[config.mk]
export PLATFORM = sky130hd
export DESIGN_NAME = alu_seq_core
export DESIGN_NICKNAME = d
export VERILOG_FILES = /design/src/rtl/alu_seq_core.sv
export SDC_FILE = /design/constraint.sdc
export NUM_CORES = 2
export LEC_CHECK = 0
export BUFFER_PORTS_ARGS = -buffer_cell sky130_fd_sc_hd__buf_4
export CAP_MARGIN = 20
export CELL_PAD_IN_SITES_DETAIL_PLACEMENT = 1
export CELL_PAD_IN_SITES_GLOBAL_PLACEMENT = 1
export CORE_ASPECT_RATIO = 0.75
export CORE_MARGIN = 3
export CORE_UTILIZATION = 45
export CTS_BUF_LIST = sky130_fd_sc_hd__clkbuf_4
export CTS_CLUSTER_SIZE = 8
export DETAILED_ROUTE_END_ITERATION = 10
export GPL_TIMING_DRIVEN = 0
export PLACE_DENSITY_LB_ADDON = 0.1
export RECOVER_POWER = 50
export SLEW_MARGIN = 20
export SYNTH_ARGS = -nofsm -noshare
export SYNTH_HDL_FRONTEND = slang
export SYNTH_SLANG_ARGS = --single-unit
[constraint.sdc]
create_clock -name clk -period 7.85 [get_ports clk]
set_input_delay 0.785 -clock clk [delete_from_list [all_inputs] [get_ports clk]]
set_output_delay 0.785 -clock clk [all_outputs]
set_load 0.02 [all_outputs]
[src/rtl/alu_seq_core.sv]
// Registered, handshaked execute ALU with an iterative restoring divider.
// Optional status flags (zero/neg/carry) are compiled in when ALU_FLAGS_EN is defined.
module alu_seq_core #(
  parameter int WIDTH = 32,
  parameter int RD_W  = 7,
  parameter int OPC_W = 5
) (
  input  logic             clk,
  input  logic             rst,
  input  logic             in_valid,
  output logic             in_ready,
  input  logic [OPC_W-1:0] opcode,
  input  logic [RD_W-1:0]  rd,
  input  logic [WIDTH-1:0] rs,
  input  logic [WIDTH-1:0] rsi,
  input  logic [WIDTH-1:0] rt,
  output logic             out_valid,
  input  logic             out_ready,
  output logic [RD_W-1:0]  rd_out,
  output logic [RD_W-1:0]  branch_target,
  output logic [OPC_W-1:0] opcode_out,
  output logic [WIDTH-1:0] result,
  output logic             div_by_zero,
  output logic             illegal_op
`ifdef ALU_FLAGS_EN
  ,
  output logic             zero_flag,
  output logic             neg_flag,
  output logic             carry_flag
`endif
);

  localparam int CNT_W = $clog2(WIDTH);
  localparam logic [CNT_W-1:0] CNT_LAST = CNT_W'(WIDTH - 1);
  localparam logic [WIDTH-1:0] WIDTH_V  = WIDTH'(WIDTH);

  localparam logic [OPC_W-1:0] OP_NOP  = OPC_W'(0);
  localparam logic [OPC_W-1:0] OP_LV   = OPC_W'(1);
  localparam logic [OPC_W-1:0] OP_MLT  = OPC_W'(2);
  localparam logic [OPC_W-1:0] OP_DIV  = OPC_W'(3);
  localparam logic [OPC_W-1:0] OP_REST = OPC_W'(4);
  localparam logic [OPC_W-1:0] OP_SUM  = OPC_W'(5);
  localparam logic [OPC_W-1:0] OP_CP   = OPC_W'(6);
  localparam logic [OPC_W-1:0] OP_B    = OPC_W'(7);
  localparam logic [OPC_W-1:0] OP_BEG  = OPC_W'(8);
  localparam logic [OPC_W-1:0] OP_SLR  = OPC_W'(9);
  localparam logic [OPC_W-1:0] OP_GP   = OPC_W'(10);

  typedef enum logic [1:0] {
    S_IDLE,
    S_DIV_RUN,
    S_DONE
  } state_t;

  state_t            state_q, state_d;
  logic              out_valid_q, out_valid_d;
  logic [RD_W-1:0]   rd_out_q, rd_out_d;
  logic [RD_W-1:0]   bt_q, bt_d;
  logic [OPC_W-1:0]  opc_q, opc_d;
  logic [WIDTH-1:0]  result_q, result_d;
  logic              dbz_q, dbz_d;
  logic              ill_q, ill_d;

  // Divider: dvd_q starts as the dividend and shifts into the quotient.
  logic [WIDTH-1:0]  dvd_q, dvd_d;
  logic [WIDTH-1:0]  dvs_q, dvs_d;
  logic [WIDTH-1:0]  rem_q, rem_d;
  logic [CNT_W-1:0]  cnt_q, cnt_d;

  logic [WIDTH-1:0]  op_result;
  logic [RD_W-1:0]   op_rd;
  logic [RD_W-1:0]   op_bt;
  logic [OPC_W-1:0]  op_opc;
  logic              op_dbz;
  logic              op_ill;
  logic [WIDTH-1:0]  rd_ext;

  logic              accept;
  logic              start_div;
  logic              div_last;
  logic [WIDTH:0]    div_trial;
  logic [WIDTH:0]    div_diff;
  logic              div_fits;
  logic [WIDTH-1:0]  div_rem_next;
  logic [WIDTH-1:0]  div_quo_next;

  assign in_ready  = (state_q == S_IDLE) | ((state_q == S_DONE) & out_ready);
  assign accept    = in_valid & in_ready;
  assign start_div = (opcode == OP_DIV) & (rt != '0);
  assign div_last  = (state_q == S_DIV_RUN) & (cnt_q == CNT_LAST);
  assign rd_ext    = {{(WIDTH-RD_W){1'b0}}, rd};

  // Single-cycle operations; DIV here only covers the divide-by-zero case.
  always_comb begin
    op_result = '0;
    op_rd     = '0;
    op_bt     = '0;
    op_opc    = opcode;
    op_dbz    = 1'b0;
    op_ill    = 1'b0;
    case (opcode)
      OP_NOP: op_opc = '0;
      OP_LV, OP_CP: begin
        op_result = rsi;
        op_rd     = rd;
      end
      OP_MLT: begin
        op_result = rs * rt;
        op_rd     = rd;
      end
      OP_DIV: begin
        op_rd = rd;
        if (rt == '0) begin
          op_result = '1;
          op_dbz    = 1'b1;
        end
      end
      OP_REST: begin
        op_result = rs - rt;
        op_rd     = rd;
      end
      OP_SUM: begin
        op_result = rs + rt;
        op_rd     = rd;
      end
      OP_B: op_bt = rd;
      OP_BEG: begin
        op_result = {{(WIDTH-1){1'b0}}, (rd_ext > rs)};
        op_bt     = rt[RD_W-1:0];
      end
      OP_SLR: begin
        op_result = (rt >= WIDTH_V) ? '0 : (rs << rt);
        op_rd     = rd;
      end
      OP_GP: begin
        op_result = rs;
        op_rd     = rd;
      end
      default: op_ill = 1'b1;
    endcase
  end

  // One restoring step: shift in the next dividend bit, subtract if it fits.
  always_comb begin
    div_trial    = {rem_q, dvd_q[WIDTH-1]};
    div_diff     = div_trial - {1'b0, dvs_q};
    div_fits     = (div_trial >= {1'b0, dvs_q});
    div_rem_next = div_fits ? div_diff[WIDTH-1:0] : div_trial[WIDTH-1:0];
    div_quo_next = {dvd_q[WIDTH-2:0], div_fits};
  end

  always_comb begin
    state_d     = state_q;
    out_valid_d = out_valid_q;
    rd_out_d    = rd_out_q;
    bt_d        = bt_q;
    opc_d       = opc_q;
    result_d    = result_q;
    dbz_d       = dbz_q;
    ill_d       = ill_q;
    dvd_d       = dvd_q;
    dvs_d       = dvs_q;
    rem_d       = rem_q;
    cnt_d       = cnt_q;
    case (state_q)
      S_IDLE, S_DONE: begin
        if (accept) begin
          if (start_div) begin
            state_d     = S_DIV_RUN;
            out_valid_d = 1'b0;
            rd_out_d    = rd;
            bt_d        = '0;
            opc_d       = opcode;
            dbz_d       = 1'b0;
            ill_d       = 1'b0;
            dvd_d       = rs;
            dvs_d       = rt;
            rem_d       = '0;
            cnt_d       = '0;
          end else begin
            state_d     = S_DONE;
            out_valid_d = 1'b1;
            rd_out_d    = op_rd;
            bt_d        = op_bt;
            opc_d       = op_opc;
            result_d    = op_result;
            dbz_d       = op_dbz;
            ill_d       = op_ill;
          end
        end else if ((state_q == S_DONE) && out_ready) begin
          state_d     = S_IDLE;
          out_valid_d = 1'b0;
        end
      end
      S_DIV_RUN: begin
        dvd_d = div_quo_next;
        rem_d = div_rem_next;
        cnt_d = cnt_q + 1'b1;
        if (div_last) begin
          state_d     = S_DONE;
          out_valid_d = 1'b1;
          result_d    = div_quo_next;
        end
      end
      default: state_d = S_IDLE;
    endcase
  end

`ifdef ALU_FLAGS_EN
  logic zf_q, zf_d;
  logic nf_q, nf_d;
  logic cf_q, cf_d;
  logic op_carry;
  logic flag_load;

  // SUM overflowed iff the truncated sum wrapped below an operand.
  assign op_carry  = ((opcode == OP_SUM) & (op_result < rs)) |
                     ((opcode == OP_REST) & (rs < rt));
  assign flag_load = div_last | (accept & ~start_div);

  always_comb begin
    zf_d = zf_q;
    nf_d = nf_q;
    cf_d = cf_q;
    if (flag_load) begin
      zf_d = (result_d == '0);
      nf_d = result_d[WIDTH-1];
      cf_d = div_last ? 1'b0 : op_carry;
    end
  end

  assign zero_flag  = zf_q;
  assign neg_flag   = nf_q;
  assign carry_flag = cf_q;
`endif

  always_ff @(posedge clk) begin
    if (rst) begin
      state_q     <= S_IDLE;
      out_valid_q <= 1'b0;
      rd_out_q    <= '0;
      bt_q        <= '0;
      opc_q       <= '0;
      result_q    <= '0;
      dbz_q       <= 1'b0;
      ill_q       <= 1'b0;
      dvd_q       <= '0;
      dvs_q       <= '0;
      rem_q       <= '0;
      cnt_q       <= '0;
`ifdef ALU_FLAGS_EN
      zf_q        <= 1'b0;
      nf_q        <= 1'b0;
      cf_q        <= 1'b0;
`endif
    end else begin
      state_q     <= state_d;
      out_valid_q <= out_valid_d;
      rd_out_q    <= rd_out_d;
      bt_q        <= bt_d;
      opc_q       <= opc_d;
      result_q    <= result_d;
      dbz_q       <= dbz_d;
      ill_q       <= ill_d;
      dvd_q       <= dvd_d;
      dvs_q       <= dvs_d;
      rem_q       <= rem_d;
      cnt_q       <= cnt_d;
`ifdef ALU_FLAGS_EN
      zf_q        <= zf_d;
      nf_q        <= nf_d;
      cf_q        <= cf_d;
`endif
    end
  end

  assign out_valid     = out_valid_q;
  assign rd_out        = rd_out_q;
  assign branch_target = bt_q;
  assign opcode_out    = opc_q;
  assign result        = result_q;
  assign div_by_zero   = dbz_q;
  assign illegal_op    = ill_q;

endmodule

==> flow_metrics.py <==
metrics = {
    "placed_design": {
        "dp_slack_ns": -2.55,
        "place.gp.congestion": 1.03,
        "hpwl_um": 112000,
        "placedInstanceArea_um2": 31200,
        "io_buffers": 149,
    },
    "clocking": {
        "clk_latency_ns": 0.65,
        "clock-root-buffer": "clkbuf_4",
        "htreeDepth": 4,
        "clk_pin_slew_worst_paths_ns": 0.18,
        "cts.path.max_buffers": 2,
        "clock_sinks": 157,
        "tritoncts": "done",
        "numCtsBuffers": 17,
    },
    "critical_path": {
        "start_kind": "input pin",
        "crit_buf_inv": 6,
        "max_stage_delay_ns": 0.60,
        "path_class": "in -> reg",
        "cp.arrival_ns": 8.29,
        "worstPathRequired_ns": 8.37,
        "critPathMaxFanout": 12,
        "crit_top_cell": "fa_1",
        "cp_top_family": "adder cells",
        "end_kind": "flip-flop",
        "slowest_stage": "fa_1",
    },
    "worst_hold_path": {
        "hold_class": "in -> reg",
    },
    "routing": {
        "num_vias": 28200,
        "wl_per_cell_um": 29.8,
        "vias_per_cell": 6.23,
        "first_iter_violations": 2762,
        "wl_um": 135000,
        "drcViolationCount": 0,
        "dr.pass1.iters": 9,
        "ant_nets": 0,
    },
    "global_routing": {
        "grt_start_max_net_pins": 29,
        "grt_pass1_vias": 29900,
        "grt_usage": 0.403,
        "antenna_found_initial": 10,
        "grt-ovfl-total": 0,
        "grt_pass1_wl_um": 199000,
    },
    "finish": {
        "fill_cells": 7749,
        "stdcell_area_um2": 31500,
        "area_delta_synth_final_pct": 8.69,
        "final_core_util": 0.500,
        "final_nets": 4371,
        "drive_gt1_frac": 0.0832,
    },
    "synthesis": {
        "synthTopCellsByArea": "fa_1 28%, dfxtp_1 11%, ha_1 8.5%",
        "async_flop_share": 0,
        "synth_common_cells": "502 x nand2_1, 452 x inv_1, 410 x fa_1, 302 x and2_1, 196 x ha_1",
        "synthFlopType": "dfxtp_1",
        "syn_area_per_cell_um2": 8.21,
        "yosysSeqAreaShare": 0.109,
        "synth_area_leader_cell": "fa_1",
        "synth_most_common_cell": "nand2_1",
        "synth_seq_cells": 157,
        "syn_area_um2": 28900,
        "synth_cells": 3523,
        "syn-num-nets": 4241,
        "ys_warn_count": 0,
        "synth_edf_count": 0,
        "synth_top_area_frac": 0.284,
        "synth_cell_type_count": 88,
    },
    "timing": {
        "finalCritPeriodShare": 0.989,
        "setup_viol": 0,
        "worst-slew-pin-transition_ns": 1.17,
        "setup_ws_ns": 0.0887,
        "post-route-min-period_ns": 7.76,
        "final_max_slew_viol_count": 0,
        "max_slew_margin": 0.222,
        "fin_skew_ns": 0.0313,
        "final-hold-violation-count": 0,
        "max_freq_ghz": 0.129,
    },
    "die": {
        "dieWidth_um": 299,
        "die_area_um2": 67400,
        "rows": 79,
        "start_util": 0.460,
        "core_um2": 62900,
        "io_pins": 167,
        "die_y_um": 226,
    },
    "flow_run": {
        "maxCapViolations": 0,
    },
    "status": {
        "status": "complete, no violations",
    },
}
## timing repair
item / 4_1_cts / 5_1_grt
gates resized for setup: 86 / 89
setup buffers: 2 / 1
pin swaps: 7 / 12
gates cloned: 0 / 1
hold buffers: 0 / 0
setup endpoints to repair: 19 / 18
## worst reg2reg max path, delay by kind of cell (launching register included)
family / cells / cell delay (ns)
simple gates: 5 / 1.36
buf+inv: 2 / 0.51
compound gates: 3 / 0.46
fa+ha+maj: 1 / 0.39
flops: 1 / 0.38
mux: 1 / 0.27
## placed cells by master (no fill, tap or decap), types with 18 or more instances in the layout
cell type	netlist	routed
clkbuf_2	0	38
nor2_1	163	165
buf_4	2	103
mux2i_1	56	56
dfxtp_1	157	157
clkbuf_1	195	154
ha_1	196	192
xor2_1	34	34
a21o_1	34	34
o31ai_1	20	18
a22oi_1	30	30
a221oi_1	26	26
xnor2_1	106	106
a21oi_1	194	193
nand2_1	502	502
o21ai_0	96	94
clkbuf_4	0	33
and2_1	302	301
o21a_1	27	27
nand3_1	34	34
mux4_2	22	22
a211oi_1	37	34
fa_1	410	410
nor3_1	60	55
buf_2	28	24
a31oi_1	39	38
and3_1	20	20
inv_1	452	452
## metal layers
| metal | wire, µm | share of wire | vias to the layer above | track usage |
|---|---|---|---|---|
| met4 | 5890 | 0.044 | 4 | 0.144 |
| li1 | - | - | 11800 | - |
| met1 | 57400 | 0.43 | 14400 | 0.567 |
| met5 | 32 | 0.00024 | - | 0 |
| met3 | 15600 | 0.12 | 296 | 0.114 |
| met2 | 55900 | 0.41 | 1587 | 0.594 |
## cells by family after synthesis
logic type | count (synthesis) | share of synthesized area
mux | 83 | 0.0384
simple gates | 1203 | 0.204
flops | 157 | 0.109
xor+xnor | 141 | 0.0432
fa+ha+maj | 606 | 0.368
compound gates | 642 | 0.146
buf+inv | 691 | 0.0914
## cell type report
type / count / area, µm² / area share
timing repair buffer: 154 / 953 / 0.0303
clock buffer: 17 / 128 / 0.00406
sequential: 157 / 3140 / 0.0999
tap: 850 / 1060 / 0.0338
clock inverter: 15 / 153 / 0.00485
antenna: 5 / 12.5 / 0.000398
inverter: 455 / 1720 / 0.0545
buffer: 193 / 970 / 0.0308
multi-input combinational: 2675 / 23300 / 0.741
## worst paths after layout
kind	depth (start not counted)	from	slack, ns	end
max reg2reg	12	dvs_q[22]$_SDFFE_PP0P_	4.37	rem_q[26]$_SDFFE_PP0P_
min reg2reg	2	dvs_q[14]$_SDFFE_PP0P_	0.47	dvs_q[14]$_SDFFE_PP0P_
min	3	rd[6]	0.40	rd_out[6]$_SDFFE_PP0P_
max	25	rt[7]	0.09	result[23]$_SDFFE_PP0P_
## registers in the layout, indices dropped and copies added, names as in the netlist
| signal | count |
|---|---|
| branch_target | 7 |
| cnt_q | 5 |
| div_by_zero | 1 |
| dvd_q | 32 |
| dvs_q | 32 |
| illegal_op | 1 |
| opcode_out | 5 |
| out_valid | 1 |
| rd_out | 7 |
| rem_q | 32 |
| result | 32 |
| state_q | 2 |
## stage by stage
stage               TNS (ns)  hold slack [ns]  cells
floorplan                  0            0.432   3523
global placement      -37.64            0.442   4522
detailed placement    -29.53            0.449   4523
CTS                        0            0.378   4529
global route         -0.0263            0.379   4519
finish                     0            0.403   4521
Power is not shown: default switching activity piles up to over one toggle a cycle in this logic, so the estimate is an artifact.
